**config.mk**
```make
export PLATFORM = sky130hd
export DESIGN_NAME = tpu_cmd_sequencer
export DESIGN_NICKNAME = d
export VERILOG_FILES = /design/src/rtl/tpu_cmd_sequencer.sv
export SDC_FILE = /design/constraint.sdc
export NUM_CORES = 1
export LEC_CHECK = 0
export ABC_AREA = 0
export CORE_UTILIZATION = 60
export DETAILED_ROUTE_END_ITERATION = 10
export GPL_ROUTABILITY_DRIVEN = 0
export PLACE_DENSITY = 0.84
export REMOVE_ABC_BUFFERS = 1
export SLEW_MARGIN = 20
export SYNTH_ARGS = -nofsm -noshare
export SYNTH_HDL_FRONTEND = slang
export SYNTH_SLANG_ARGS = --single-unit
export TNS_END_PERCENT = 50
```
**constraint.sdc**
```tcl
create_clock -name clk -period 5.54 [get_ports clk]
set_input_delay 0.554 -clock clk [delete_from_list [all_inputs] [get_ports clk]]
set_output_delay 0.554 -clock clk [all_outputs]
set_load 0.01 [all_outputs]
```
**src/rtl/tpu_cmd_sequencer.sv**
```systemverilog
//==============================================================================
// Module   : tpu_cmd_sequencer
// Brief    : Queues TPU matrix-op descriptors, launches them one at a time,
//            recovers from TPU error/timeout and returns tagged completions.
// Revision : 1.0
//==============================================================================
`default_nettype none

module tpu_cmd_sequencer #(
    parameter int          DEPTH   = 4,
    parameter int          TAG_W   = 8,
    parameter logic [31:0] TIMEOUT = 32'd1000000
) (
    input  logic                       clk,
    input  logic                       rst_n,

    input  logic                       cmd_valid,
    output logic                       cmd_ready,
    input  logic [7:0]                 cmd_operation,
    input  logic [1:0]                 cmd_data_type,
    input  logic [7:0]                 cmd_m,
    input  logic [7:0]                 cmd_n,
    input  logic [7:0]                 cmd_k,
    input  logic [TAG_W-1:0]           cmd_tag,
    input  logic                       flush,

    output logic                       tpu_enable,
    output logic                       tpu_start,
    output logic [7:0]                 tpu_operation,
    output logic [1:0]                 tpu_data_type,
    output logic [7:0]                 tpu_matrix_size_m,
    output logic [7:0]                 tpu_matrix_size_n,
    output logic [7:0]                 tpu_matrix_size_k,
    input  logic                       tpu_done,
    input  logic                       tpu_busy,
    input  logic                       tpu_error,

    output logic                       cpl_valid,
    input  logic                       cpl_ready,
    output logic [TAG_W-1:0]           cpl_tag,
    output logic [1:0]                 cpl_status,
    output logic [31:0]                cpl_cycles,
    output logic [$clog2(DEPTH):0]     queue_count
);

    localparam int AW = $clog2(DEPTH);
    localparam int CW = AW + 1;
    localparam int EW = TAG_W + 34;

    localparam logic [CW-1:0] c_DEPTH      = CW'(DEPTH);
    localparam logic [31:0]   c_TIMEOUT_M1 = TIMEOUT - 32'd1;

    localparam logic [1:0] c_ST_OK      = 2'b00;
    localparam logic [1:0] c_ST_ERROR   = 2'b01;
    localparam logic [1:0] c_ST_REJECT  = 2'b10;
    localparam logic [1:0] c_ST_TIMEOUT = 2'b11;

    typedef enum logic [2:0] {
        ST_IDLE     = 3'd0,
        ST_LAUNCH   = 3'd1,
        ST_RUN      = 3'd2,
        ST_RECOVER  = 3'd3,
        ST_COMPLETE = 3'd4
    } state_t;

    state_t            r_state;
    state_t            w_state_nxt;

    logic [EW-1:0]     r_mem [DEPTH];
    logic [AW-1:0]     r_wr_ptr;
    logic [AW-1:0]     r_rd_ptr;
    logic [CW-1:0]     r_count;

    logic              w_full;
    logic              w_empty;
    logic              w_push;
    logic              w_pop;

    logic [TAG_W-1:0]  w_h_tag;
    logic [7:0]        w_h_op;
    logic [1:0]        w_h_dt;
    logic [7:0]        w_h_m;
    logic [7:0]        w_h_n;
    logic [7:0]        w_h_k;
    logic              w_h_zero;

    logic [7:0]        r_op;
    logic [1:0]        r_dt;
    logic [7:0]        r_m;
    logic [7:0]        r_n;
    logic [7:0]        r_k;

    logic [TAG_W-1:0]  r_cpl_tag;
    logic [1:0]        r_cpl_status;
    logic [31:0]       r_cpl_cycles;
    logic [31:0]       r_cycle_cnt;
    logic [31:0]       w_cnt_inc;
    logic              w_timeout;
    logic              w_run_exit;
    logic [1:0]        w_exit_status;

    //--------------------------------------------------------------------------
    // Command FIFO
    //--------------------------------------------------------------------------
    assign w_full      = (r_count == c_DEPTH);
    assign w_empty     = (r_count == '0);
    assign cmd_ready   = !w_full && !flush;
    assign w_push      = cmd_valid && cmd_ready;
    assign w_pop       = (r_state == ST_IDLE) && !w_empty && !tpu_busy;
    assign queue_count = r_count;

    always_ff @(posedge clk) begin
        if (w_push) begin
            r_mem[r_wr_ptr] <= {cmd_tag, cmd_operation, cmd_data_type, cmd_m, cmd_n, cmd_k};
        end
    end

    // A flush never coincides with a push (ready is low), so the write pointer
    // is stable and the read pointer can simply catch up with it.
    always_ff @(posedge clk or negedge rst_n) begin
        if (!rst_n) begin
            r_wr_ptr <= '0;
            r_rd_ptr <= '0;
            r_count  <= '0;
        end else if (flush) begin
            r_rd_ptr <= r_wr_ptr;
            r_count  <= '0;
        end else begin
            if (w_push) begin
                r_wr_ptr <= r_wr_ptr + AW'(1);
            end
            if (w_pop) begin
                r_rd_ptr <= r_rd_ptr + AW'(1);
            end
            r_count <= r_count + CW'(w_push) - CW'(w_pop);
        end
    end

    assign {w_h_tag, w_h_op, w_h_dt, w_h_m, w_h_n, w_h_k} = r_mem[r_rd_ptr];
    assign w_h_zero = (w_h_m == 8'd0) || (w_h_n == 8'd0) || (w_h_k == 8'd0);

    //--------------------------------------------------------------------------
    // Sequencer FSM
    //--------------------------------------------------------------------------
    assign w_cnt_inc = (r_cycle_cnt == 32'hFFFF_FFFF) ? r_cycle_cnt : r_cycle_cnt + 32'd1;
    assign w_timeout = (TIMEOUT != 32'd0) && (r_cycle_cnt == c_TIMEOUT_M1);

    always_ff @(posedge clk or negedge rst_n) begin
        if (!rst_n) begin
            r_state <= ST_IDLE;
        end else begin
            r_state <= w_state_nxt;
        end
    end

    always_comb begin
        w_state_nxt   = r_state;
        tpu_enable    = 1'b0;
        tpu_start     = 1'b0;
        cpl_valid     = 1'b0;
        w_run_exit    = 1'b0;
        w_exit_status = c_ST_OK;
        case (r_state)
            ST_IDLE: begin
                if (w_pop) begin
                    w_state_nxt = w_h_zero ? ST_COMPLETE : ST_LAUNCH;
                end
            end
            ST_LAUNCH: begin
                tpu_enable  = 1'b1;
                tpu_start   = 1'b1;
                w_state_nxt = ST_RUN;
            end
            ST_RUN: begin
                tpu_enable = 1'b1;
                // done outranks error, which outranks the timeout
                if (tpu_done) begin
                    w_run_exit    = 1'b1;
                    w_exit_status = c_ST_OK;
                    w_state_nxt   = ST_COMPLETE;
                end else if (tpu_error) begin
                    w_run_exit    = 1'b1;
                    w_exit_status = c_ST_ERROR;
                    w_state_nxt   = ST_RECOVER;
                end else if (w_timeout) begin
                    w_run_exit    = 1'b1;
                    w_exit_status = c_ST_TIMEOUT;
                    w_state_nxt   = ST_RECOVER;
                end
            end
            ST_RECOVER: begin
                if (!tpu_busy && !tpu_error) begin
                    w_state_nxt = ST_COMPLETE;
                end
            end
            ST_COMPLETE: begin
                cpl_valid = 1'b1;
                if (cpl_ready) begin
                    w_state_nxt = ST_IDLE;
                end
            end
            default: begin
                w_state_nxt = ST_IDLE;
            end
        endcase
    end

    //--------------------------------------------------------------------------
    // Job configuration, cycle counter and completion record
    //--------------------------------------------------------------------------
    always_ff @(posedge clk or negedge rst_n) begin
        if (!rst_n) begin
            r_op         <= '0;
            r_dt         <= '0;
            r_m          <= '0;
            r_n          <= '0;
            r_k          <= '0;
            r_cpl_tag    <= '0;
            r_cpl_status <= '0;
            r_cpl_cycles <= '0;
            r_cycle_cnt  <= '0;
        end else begin
            if (w_pop) begin
                r_op      <= w_h_op;
                r_dt      <= w_h_dt;
                r_m       <= w_h_m;
                r_n       <= w_h_n;
                r_k       <= w_h_k;
                r_cpl_tag <= w_h_tag;
                if (w_h_zero) begin
                    r_cpl_status <= c_ST_REJECT;
                    r_cpl_cycles <= '0;
                end
            end
            if (r_state == ST_LAUNCH) begin
                r_cycle_cnt <= '0;
            end else if (r_state == ST_RUN) begin
                r_cycle_cnt <= w_cnt_inc;
            end
            if (w_run_exit) begin
                r_cpl_status <= w_exit_status;
                r_cpl_cycles <= w_cnt_inc;
            end
        end
    end

    assign tpu_operation     = r_op;
    assign tpu_data_type     = r_dt;
    assign tpu_matrix_size_m = r_m;
    assign tpu_matrix_size_n = r_n;
    assign tpu_matrix_size_k = r_k;
    assign cpl_tag           = r_cpl_tag;
    assign cpl_status        = r_cpl_status;
    assign cpl_cycles        = r_cpl_cycles;

endmodule

`default_nettype wire

```
# Yosys cells after proc, flatten, opt, wreduce, memory -nomap -nowiden
# Memories as Yosys holds them, arrays and structs flattened.
# Cells that the tools add are included.
# Widths: inputs -> output; s select.
# classes
n_addsub	5
n_eq_ne	11
mux	33
bitwise_logic	1
reduce_logical	25
# op_table
cell	count
$mux 32	6
$add 32x1->32 const B	1
$eq 32x20->1 const B	1
$eq 32x32->1 const B	1
$logic_not 8->1	3
$mux 3	8
$mux 2	9
$pmux 3 s5	1
$mux 1	9
$reduce_bool 2->1	4
$eq 3x2->1 const B	2
$eq 3x3->1 const B	2
$logic_not 3->1	2
$ne 2x2->1 const B	3
$logic_and 1x1->1	5
$logic_not 1->1	5
$add 2x1->2 const B	2
$ne 4x4->1 const B	1
$reduce_and 2->1	2
$reduce_and 4->1	1
$add 3x1->3	1
$eq 3x1->1 const B	1
$sub 3x1->3	1
$logic_or 1x1->1	2
2 further kinds	2
# totals
regBits	118
ramBits	168
in_bits	50
out_inout_bits	83
wordCells	89
mem_count	1
# memory_table
name	depth	width	read_ports	rd_ports_with_merged_regs	wr	line_no	rtl
r_mem	4	42	1	0	1	69	logic [EW-1:0] r_mem [DEPTH];

# Longest topological paths before layout
# Gate-level depths: netlist of the first run.
# depth
ltp_word	7
depth_mapped	13
ltp_nobuf	12

# Worst setup path after synthesis of the first run
# Ideal clock, no wire load.
# synth_path
path_type	reg2reg
from	reg r_state[0]
to	reg r_count[2], in the netlist queue_count[2]
setup_ps	119
t_arrival_ps	2799
t_required_ps	5421
setup_slack_ps	2622
stages_incl_launch_ff	14
n_path_buf	3
period_less_slack_ps	2918
path_cell_list	dfrtp_1 > clkbuf_1 > or3_1 > nor3_1 > clkbuf_1 > buf_2 > ha_1 > inv_1 > ha_1 > inv_1 > fa_1 > xor2_1 > xnor2_1 > nor2_1
# synth_via
elab_chain_len	5
# synth_lines
element	line_no	rtl
start, declared	66	state_t r_state;
start signal, assigned	152	r_state <= w_state_nxt;
$logic_not 3->1	109	assign w_pop = (r_state == ST_IDLE) && !w_empty && !tpu_busy;
$logic_and 1x1->1 (2 in a row)	109	
via w_pop	77	logic w_pop;
$sub 3x1->3	135	r_count <= r_count + CW'(w_push) - CW'(w_pop);
$mux 3	125	end else if (flush) begin
end signal, assigned	135	
end, declared	72	logic [CW-1:0] r_count;
# The timed path passes the listed nets, and every way through them passes these cells.
# A chain may end at the register's enable or synchronous reset.

# Worst setup path after layout of the first run
# layout_path
from	reg r_rd_ptr[0]
to	reg r_cpl_cycles[5], in the netlist cpl_cycles[5]
# layout_via
elab_chain_len	6
elab_cells_between_ends	8
classes_between	reduce/logical (7); memory (1)
# layout_lines
element	line_no	rtl
start, declared	71	logic [AW-1:0] r_rd_ptr;
start signal, assigned	126	r_rd_ptr <= r_wr_ptr;
start signal, assigned	133	r_rd_ptr <= r_rd_ptr + AW'(1);
$mem_v2 4x42 *	--	
$logic_not 8->1	140	assign w_h_zero = (w_h_m == 8'd0) || (w_h_n == 8'd0) || (w_h_k == 8'd0);
$logic_or 1x1->1	140	
$logic_or 1x1->1 *	140	
$reduce_bool 2->1 (no line) *	--	
$reduce_and 2->1 (no line) *	--	
end signal, assigned	242	r_cpl_cycles <= w_cnt_inc;
end, declared	95	logic [31:0] r_cpl_cycles;
# Every way passes the cells marked *; elsewhere a longest branch is shown, timed or not.

==> results.toml, run 1 <==
[status]
outcome = "finished, final reports clean"

[cts]
root_buffer = "clkbuf_16"
ctsLongestPathBuffers = 3
cts_tree = "built"
cts_setup_buffers = 0
post_cts_resized = 0
cts_made_buffers = 28
cts_hold_buf = 0
clk_pin_slew_ps = 70
cts-htree-levels = 1
clkLatencyLatePin_ps = 540
cts.sinks = 286

[sta]
final_max_slew_viol_count = 0
fin_worst_skew_ps = 13.4
period_share_pct = 68.0
grt_setup_unrepaired = "false"
max_slew_margin_pct = 24.8
tightest_slew_ps = 1130
hold_ws_ps = 59.9
finalSetupViolCount = 0
fin_crit_ps = 3770
final_hold_viol_count = 0
max_freq_mhz = 265

[routing]
wirelength_um = 24300
route.detailed.drc = 0
routed_via_density = 5.96
drtAntennaViolNets = 0
dr_total_vias = 7052
wire_per_inst_um = 20.5
drt_iter0_markers = 485
first_pass_iters = 7

[synthesis]
synth_top_area_cell = "edfxtp_1"
ys_seq_area_share_pct = 67.3
avgSynthCellArea_um2 = 15.4
synth_edf_count = 168
synth_area_leaders = "edfxtp_1, dfrtp_1, mux4_2"
yosys.area.top_type_share_pct = 42.5
synth_cell_type_count = 62
synth_async_sr_flop_share_pct = 41.3
syn_inst = 771
syn_area_um2 = 11900
synth-main-ff-cell = "edfxtp_1"
yosysWarnings = 0
synth_seq_cells = 286

[layout]
layout_commonest_cell = "edfxtp_1"
fin_cells = 1184
layout-drive-gt1-share_pct = 17.5
nFillCells = 1158
area_growth_syn_to_layout_pct = 20.4
layout.nets = 955
layout_common_cells = "edfxtp_1, clkdlybuf4s50_1, dfrtp_1, nand2_1, nor2_1"
num_antenna_cells = 0

[floorplanning]
die_area_um2 = 20400
pin_count = 133
die_w_um = 143
start_util_pct = 61.0
coreArea_um2 = 19500
die-height_um = 143
floorplan.rows = 51

[setup_path]
r2r-end = "cpl_cycles[5]"
r2r_slack_ps = 1770
crit_type = "flop to flop"
cp-startpoint = "r_rd_ptr[0]"
r2r_cells = 7
cp.required_ps = 5920
arrival_ps = 4150
crit_fanout = 44
timing.rr.start = "r_rd_ptr[0]"
endpoint_kind = "flop"
start_kind = "flop"
crit_end = "cpl_cycles[5]"

[power]
p_comb_share_pct = 31.6
seqPwrFrac_pct = 43.3
vdd_drop_max_v = 0.000368
power.switching_mw = 2.18
switching_share_pct = 30.2
clockPowerShare_pct = 25.1
power_density_nw_per_um2 = 504
power.internal_mw = 5.03
leakagePower_nw = 5.10

[global_routing]
grt_usage_pct = 25.0
grt_pass1_wl_um = 38300
antenna_found_initial = 0
grt_max_degree = 73
first_global_vias = 7113
overflow = 0

[min_path]
hold_class = "primary input to async pin"

[placed_design]
hpwl_um = 15000
dpl.cell_count = 1132
io_buffers = 132

[run]
maxCapViolations = 0
## metrics by stage
step | setup WS (ps) | instance area (um^2) | total power [mW] | utilization (%) | setup TNS, ps
after floorplan | -92.2 | 11600 | 4.36 | - | -92.2
after global placement | 1810 | 13400 | 5.33 | 68.9 | 0
after detailed placement | 1790 | 13400 | 5.43 | 68.9 | 0
after CTS | 1740 | 14300 | 7.26 | 73.4 | 0
after global routing | 1510 | 14300 | 7.57 | 73.5 | 0
final | 1770 | 14300 | 7.21 | 73.5 | 0
## synthesized netlist by cell type (16+ instances only)
cell type and instances:
dfrtp_1 118, mux2_2 42, xnor2_1 17, nor2_1 48, mux4_2 42, nand2_1 50, a21oi_1 17, xor2_1 16
edfxtp_1 168, a211oi_1 28, buf_2 18, clkbuf_1 19, o21ai_0 28
## critical path, stage by stage, from the launching register on
cell	delay, ps
dfrtp_4	1010
mux4_2	620
nor4_1	380
nand2_1	140
nand3_1	150
and2_1	890
buf_4	330
a211oi_1	70
## layer usage
layer,share of wire [%],vias up,global-route usage [%]
met5,0,-,0
met4,2.4,0,6.90
met3,7.6,46,6.47
met2,50,260,42.0
met1,40,3533,32.4
li1,-,3213,-
## flip-flops by register name, indices dropped and copies added (netlist names), 8 cells and up
name               cells
r_cycle_cnt           32
cpl_cycles            32
tpu_matrix_size_n      8
cpl_tag                8
tpu_operation          8
r_mem                168
tpu_matrix_size_m      8
tpu_matrix_size_k      8
## worst min path at each step
| stage | startpoint | to | slack (ps) | cells after the start |
|---|---|---|---|---|
| after floorplan | rst_n | cpl_cycles[0] | 260 | 0 |
| after global placement | tpu_matrix_size_m[5] | tpu_matrix_size_m[5] | 490 | 1 |
| after detailed placement | tpu_operation[2] | tpu_operation[2] | 500 | 1 |
| after CTS | rst_n | tpu_matrix_size_n[0] | 220 | 1 |
| after global routing | rst_n | tpu_matrix_size_n[0] | 100 | 1 |
| final | rst_n | tpu_matrix_size_n[6] | 60 | 1 |
## power by group through the flow
stage	Sequential [mW]	Clock (mW)	Combinational [mW]
floorplan	3.20	0	1.16
finish	3.12	1.81	2.28
CTS	3.13	1.84	2.30
global route	3.18	1.93	2.46
detailed placement	3.15	0	2.27
global placement	3.13	0	2.20
## cell type report
cell class	count	area (um^2)	area share, %
Multi-Input combinational cell	425	3620	25.4
Clock buffer	37	776	5.43
Sequential cell	286	8000	56.0
Timing Repair Buffer	143	1410	9.83
Inverter	13	48.8	0.341
Tap cell	265	332	2.32
Clock inverter	15	110	0.770
## cell families (layout without fill, tap and decap cells)
group | count (synthesis) | count (layout) | synth area share, %
mux | 87 | 87 | 12.2
xor+xnor | 33 | 33 | 2.43
fa+ha+maj | 8 | 8 | 0.906
compound gates | 123 | 123 | 7.01
buf+inv | 60 | 208 | 2.35
flops | 286 | 286 | 67.3
simple gates | 174 | 174 | 7.75
No activity file was read; power rests on OpenSTA's default activity.
==> inputs of run 2 (changes only) <==
Settings changed: CORE_UTILIZATION 60 to 51, PLACE_DENSITY 0.84 to 0.76.
Clock period 5.54 ns to 3.35 ns, I/O delays scaled along.
==> run 2 against run 1 <==
Compared with the run above: critical path depth decreased by 1; via count shrank 1.7%; register-to-register slack worse by 1100 ps; final area up 1.9%; die area is 17% higher; global-route usage fell by 4.3 points; combinational power grew 75%; total power rose by 69%.
==> results.toml, run 2 (synthesized netlist as in run 1, its figures left out) <==
[setup_path]
endpoint_kind = "output pin"
path_common_cell = "buf_4"
slowest_stage = "clkdlybuf4s50_1"
cp.required_ps = 3010
crit_type = "flop to output pin"
r2r_cells = 8
path_buf_inv = 4
cp_slowest_stage_delay_ps = 560
r2r_slack_ps = 660
crit_fanout = 21
r2r-end = "cpl_cycles[22]"
timing.rr.start = "r_rd_ptr[0]"
start_kind = "flop"
path_delay_family = "buffers and inverters"
cp.depth = 6
crit_path_cell_trace = "nor3b_1 -> nor2_1 -> buf_4 -> inv_1 -> buf_4 -> clkdlybuf4s50_1"
arrival_ps = 2620

[sta]
tightest_slew_ps = 680
max_slew_margin_pct = 54.6
period_share_pct = 88.1
final_max_slew_viol_count = 0
finalWorstSetupSlack_ps = 397
max_freq_mhz = 339
final_hold_viol_count = 0
fin_crit_ps = 2950
grt_setup_unrepaired = "false"
fin_worst_skew_ps = 34.3
finalSetupViolCount = 0
hold_ws_ps = 287

[global_routing]
gr-usage-met2_pct = 36.7
grt_max_degree = 55
met3_usage_pct = 4.68
grt_pass1_wl_um = 38300
use_met1_pct = 25.9
overflow = 0
first_global_vias = 7200
antenna_found_initial = 2
busiest_layer = "met2"
grt_usage_pct = 20.6

[layout]
largest_register_ffs = 168
regMostFlops = "r_mem"
layout_commonest_cell = "edfxtp_1"
nFillCells = 1631
layout.nets = 966
fin_area_um2 = 14600
layout-drive-gt1-share_pct = 18.5
area_growth_syn_to_layout_pct = 22.7
finalCoreUtilization_pct = 64.2
layout_common_cells = "edfxtp_1, clkdlybuf4s50_1, dfrtp_1, nand2_1, nor2_1"

[routing]
route.detailed.drc = 0
first_pass_iters = 5
wirelength_um = 23600
drt_iter0_markers = 346
routed_via_density = 5.69
drtAntennaViolNets = 0
wire_per_inst_um = 19.3
dr_total_vias = 6929

[cts]
cts_setup_buffers = 0
cts.sinks = 286
cts-htree-levels = 1
post_cts_resized = 0
clk_pin_slew_ps = 60
ctsLongestPathBuffers = 3
cts_tree = "built"
cts_hold_buf = 1
cts_made_buffers = 30
clkLatencyLatePin_ps = 570
root_buffer = "clkbuf_16"

[floorplanning]
die_area_um2 = 23900
start_util_pct = 52.3
die_w_um = 155
floorplan.rows = 55
coreArea_um2 = 22700
pin_count = 133
die-height_um = 155

[power]
power_density_nw_per_um2 = 836
vdd_drop_max_v = 0.000591
leakagePower_nw = 5.21
p_total_mw = 12.2

[status]
outcome = "finished, final reports clean"

[min_path]
hold_class = "primary input to async pin"

[placed_design]
hpwl_um = 15000
placed_area_um2 = 13600
io_buffers = 132
preCtsSetupSlack_ps = 429

[run]
maxCapViolations = 0
[run 2: cell types whose count changed in the layout (fill, tap and decap cells not counted), moves of 2 or more]
cell        previous run  this run
buf_12                 0         6
clkinvlp_4             0         3
buf_4                 11        14
bufinv_16              1         3
[run 2: layout make-up]
class / count / area (um^2) / share of cell area, %
sequential: 286 / 8000 / 54.9
timing repair buffer: 152 / 1550 / 10.6
inverter: 13 / 48.8 / 0.335
tap: 285 / 357 / 2.45
antenna: 1 / 2.50 / 0.0172
clock inverter: 19 / 208 / 1.43
clock buffer: 37 / 787 / 5.40
multi-input combinational: 425 / 3620 / 24.9
[run 2: how the worst max path moves through the flow]
stage,from,to
finish,r_state[0],tpu_enable
global route,r_state[0],tpu_enable
CTS,r_state[0],tpu_enable
detailed placement,flush,queue_count[2]
global placement,flush,queue_count[2]
floorplan,r_state[0],queue_count[2]
[run 2: layer usage]
layer	routed length (um)	vias to the layer above	share of wire [%]
met1	9680	3491	41
met2	12200	163	52
met3	1260	33	5.3
li1	-	3240	-
met4	427	2	1.8
met5	13	-	0.055
[run 2: stage by stage]
step                std cells  TNS [ps]
global placement         1160         0
global route             1217         0
CTS                      1217         0
detailed placement       1160         0
finish                   1218         0
floorplan                 724   -128720
[run 2: power breakdown]
part | switching (mW) | internal, mW
clock network | 1.34 | 1.91
registers | 0.420 | 4.52
logic | 1.83 | 2.16
total | 3.59 | 8.59
==> inputs of run 3 (changes only) <==
Clock period 3.35 ns to 2.4 ns, I/O delays scaled along.
==> run 3 against run 2 <==
Compared with the run above: first-iteration DRC count increased by 36%; cell count increased by 4.6%; total power is 49% higher; utilization rose by 3.5 points; critical endpoint is now cpl_cycles[23]; largest power group unchanged; highest routed layer unchanged.
==> results.toml, run 3 (synthesized netlist as in run 1, its figures left out) <==
[status]
outcome = "finished, final reports clean"

[power]
seqPwrFrac_pct = 37.9
power_density_nw_per_um2 = 1180
power.switching_mw = 5.29
vdd_drop_max_v = 0.000849
p_total_mw = 18.2
switching_share_pct = 29.1
leakagePower_nw = 5.63
p_comb_share_pct = 34.0
clockPowerShare_pct = 28.1
power.internal_mw = 12.9

[layout]
layout_commonest_cell = "edfxtp_1"
multi_input_area_um2 = 3740
area_growth_syn_to_layout_pct = 29.3
regMostFlops = "r_mem"
layout-drive-gt1-share_pct = 25.7
seqCellArea_um2 = 8000
layout.nets = 1022
layout_common_cells = "edfxtp_1, clkdlybuf4s50_1, dfrtp_1, buf_4, nand2_1"
finalCoreUtilization_pct = 67.6
largest_register_ffs = 168
fin_cells = 1274
nFillCells = 1521

[setup_path]
slowest_stage = "mux4_2"
r2r-end = "cpl_cycles[23]"
crit_path_cell_trace = "buf_12 -> mux4_2 -> nor4_4 -> nand2_1 -> nand3_2 -> and2_4 -> clkbuf_16 -> a211oi_1"
timing.rr.start = "r_rd_ptr[0]"
endpoint_kind = "flop"
r2r_slack_ps = 50
cp.required_ps = 2820
path_delay_family = "simple AND/OR/NAND/NOR gates"
cp_slowest_stage_delay_ps = 560
path_buf_inv = 2
start_kind = "flop"
crit_type = "flop to flop"
r2r_cells = 8
crit_fanout = 17
arrival_ps = 2770

[placed_design]
hpwl_um = 15900
io_buffers = 132
preCtsSetupSlack_ps = -144
dpl.cell_count = 1206

[sta]
final_hold_viol_count = 0
max_freq_mhz = 426
finalSetupViolCount = 0
max_slew_margin_pct = 54.8
period_share_pct = 97.8
fin_worst_skew_ps = 19.0
grt_setup_unrepaired = "true"
final_max_slew_viol_count = 0
fin_crit_ps = 2350
finalWorstSetupSlack_ps = 52.3
tightest_slew_ps = 677

[cts]
root_buffer = "clkbuf_16"
ctsLongestPathBuffers = 3
clk_pin_slew_ps = 60
clkLatencyLatePin_ps = 560
cts_tree = "built"
cts_made_buffers = 29
cts.sinks = 286
cts-htree-levels = 1

[floorplanning]
die-height_um = 155
start_util_pct = 52.3
pin_count = 133
coreArea_um2 = 22700
die_area_um2 = 23900
floorplan.rows = 55
die_w_um = 155

[global_routing]
grt_usage_pct = 21.3
grt_max_degree = 47
grt_pass1_wl_um = 39300
antenna_found_initial = 3
overflow = 0
first_global_vias = 7260

[routing]
route.detailed.drc = 0
first_pass_iters = 4
wire_per_inst_um = 20.1
drtAntennaViolNets = 0
dr_total_vias = 7318
routed_via_density = 5.74
wirelength_um = 25600
drt_iter0_markers = 471

[run]
maxCapViolations = 0

[min_path]
hold_class = "primary input to async pin"
run 3: changes by cell type in the layout (fill, tap and decap cells not counted), sizes merged:
cell           before  now
bufinv              3    8
inv                14   15
clkdlybuf4s50     131  130
clkinv             12    6
dlymetal6s2s        0    1
buf                20   74
clkbuf             37   38
diode               1    2
run 3: worst register-to-register path, delay by kind of cell (launching register included):
family	cells	cell delay [ps]
compound gates	1	50
mux	1	560
buf+inv	2	340
flops	1	450
simple gates	4	800
run 3: area by class of cell:
class | instances | share of cell area, %
Sequential cell | 286 | 52.1
Multi-Input combinational cell | 425 | 24.3
Timing Repair Buffer | 209 | 13.6
Clock buffer | 35 | 5.13
Tap cell | 285 | 2.32
Clock inverter | 19 | 2.09
Inverter | 13 | 0.318
Antenna cell | 2 | 0.0326
run 3: worst max-delay path by stage:
stage / endpoint / slack [ps] / startpoint / cells after the start
after floorplan: queue_count[2] / -3230 / r_state[0] / 10
after global placement: cpl_status[1] / 8 / r_rd_ptr[0] / 8
after detailed placement: cpl_status[1] / -140 / r_rd_ptr[0] / 8
after CTS: cpl_status[1] / 3 / r_rd_ptr[0] / 8
after global routing: cpl_cycles[25] / -20 / r_rd_ptr[0] / 8
final: cpl_cycles[23] / 50 / r_rd_ptr[0] / 8
run 3: per-layer routing:
layer / vias up / GRT usage, % / wire length, um / share of wire, %
li1: 3368 / - / - / -
met5: - / 0 / 13 / 0.051
met2: 225 / 37.2 / 13300 / 52
met3: 47 / 4.57 / 1630 / 6.4
met1: 3676 / 27.2 / 10100 / 40
met4: 2 / 5.66 / 563 / 2.2
run 3: timing repair:
action / 4_1_cts / 5_1_grt
hold buffers: 1 / 0
gates resized for setup: 7 / 18
setup buffers: 0 / 8
gates cloned: 0 / 3
endpoints found under the setup margin: 35 / 36
endpoints found under the hold margin: 42 / 0
pin swaps: 0 / 6
run 3: through the flow:
stage / instance area, um^2 / hold slack, ps / setup TNS [ps]
final: 15400 / 263 / 0
after floorplan: 11600 / -55.6 / -221610
after CTS: 15100 / 279 / 0
after global placement: 14000 / 312 / 0
after detailed placement: 14000 / 315 / -3740
after global routing: 15400 / 311 / -170
run 3: power by group through the flow:
stage | Clock (mW) | Combinational [mW] | Sequential, mW
floorplan | 0 | 2.67 | 7.40
global placement | 0 | 5.76 | 6.95
detailed placement | 0 | 5.89 | 6.97
CTS | 5.19 | 6.01 | 6.90
global route | 5.40 | 6.68 | 6.98
finish | 5.11 | 6.18 | 6.88
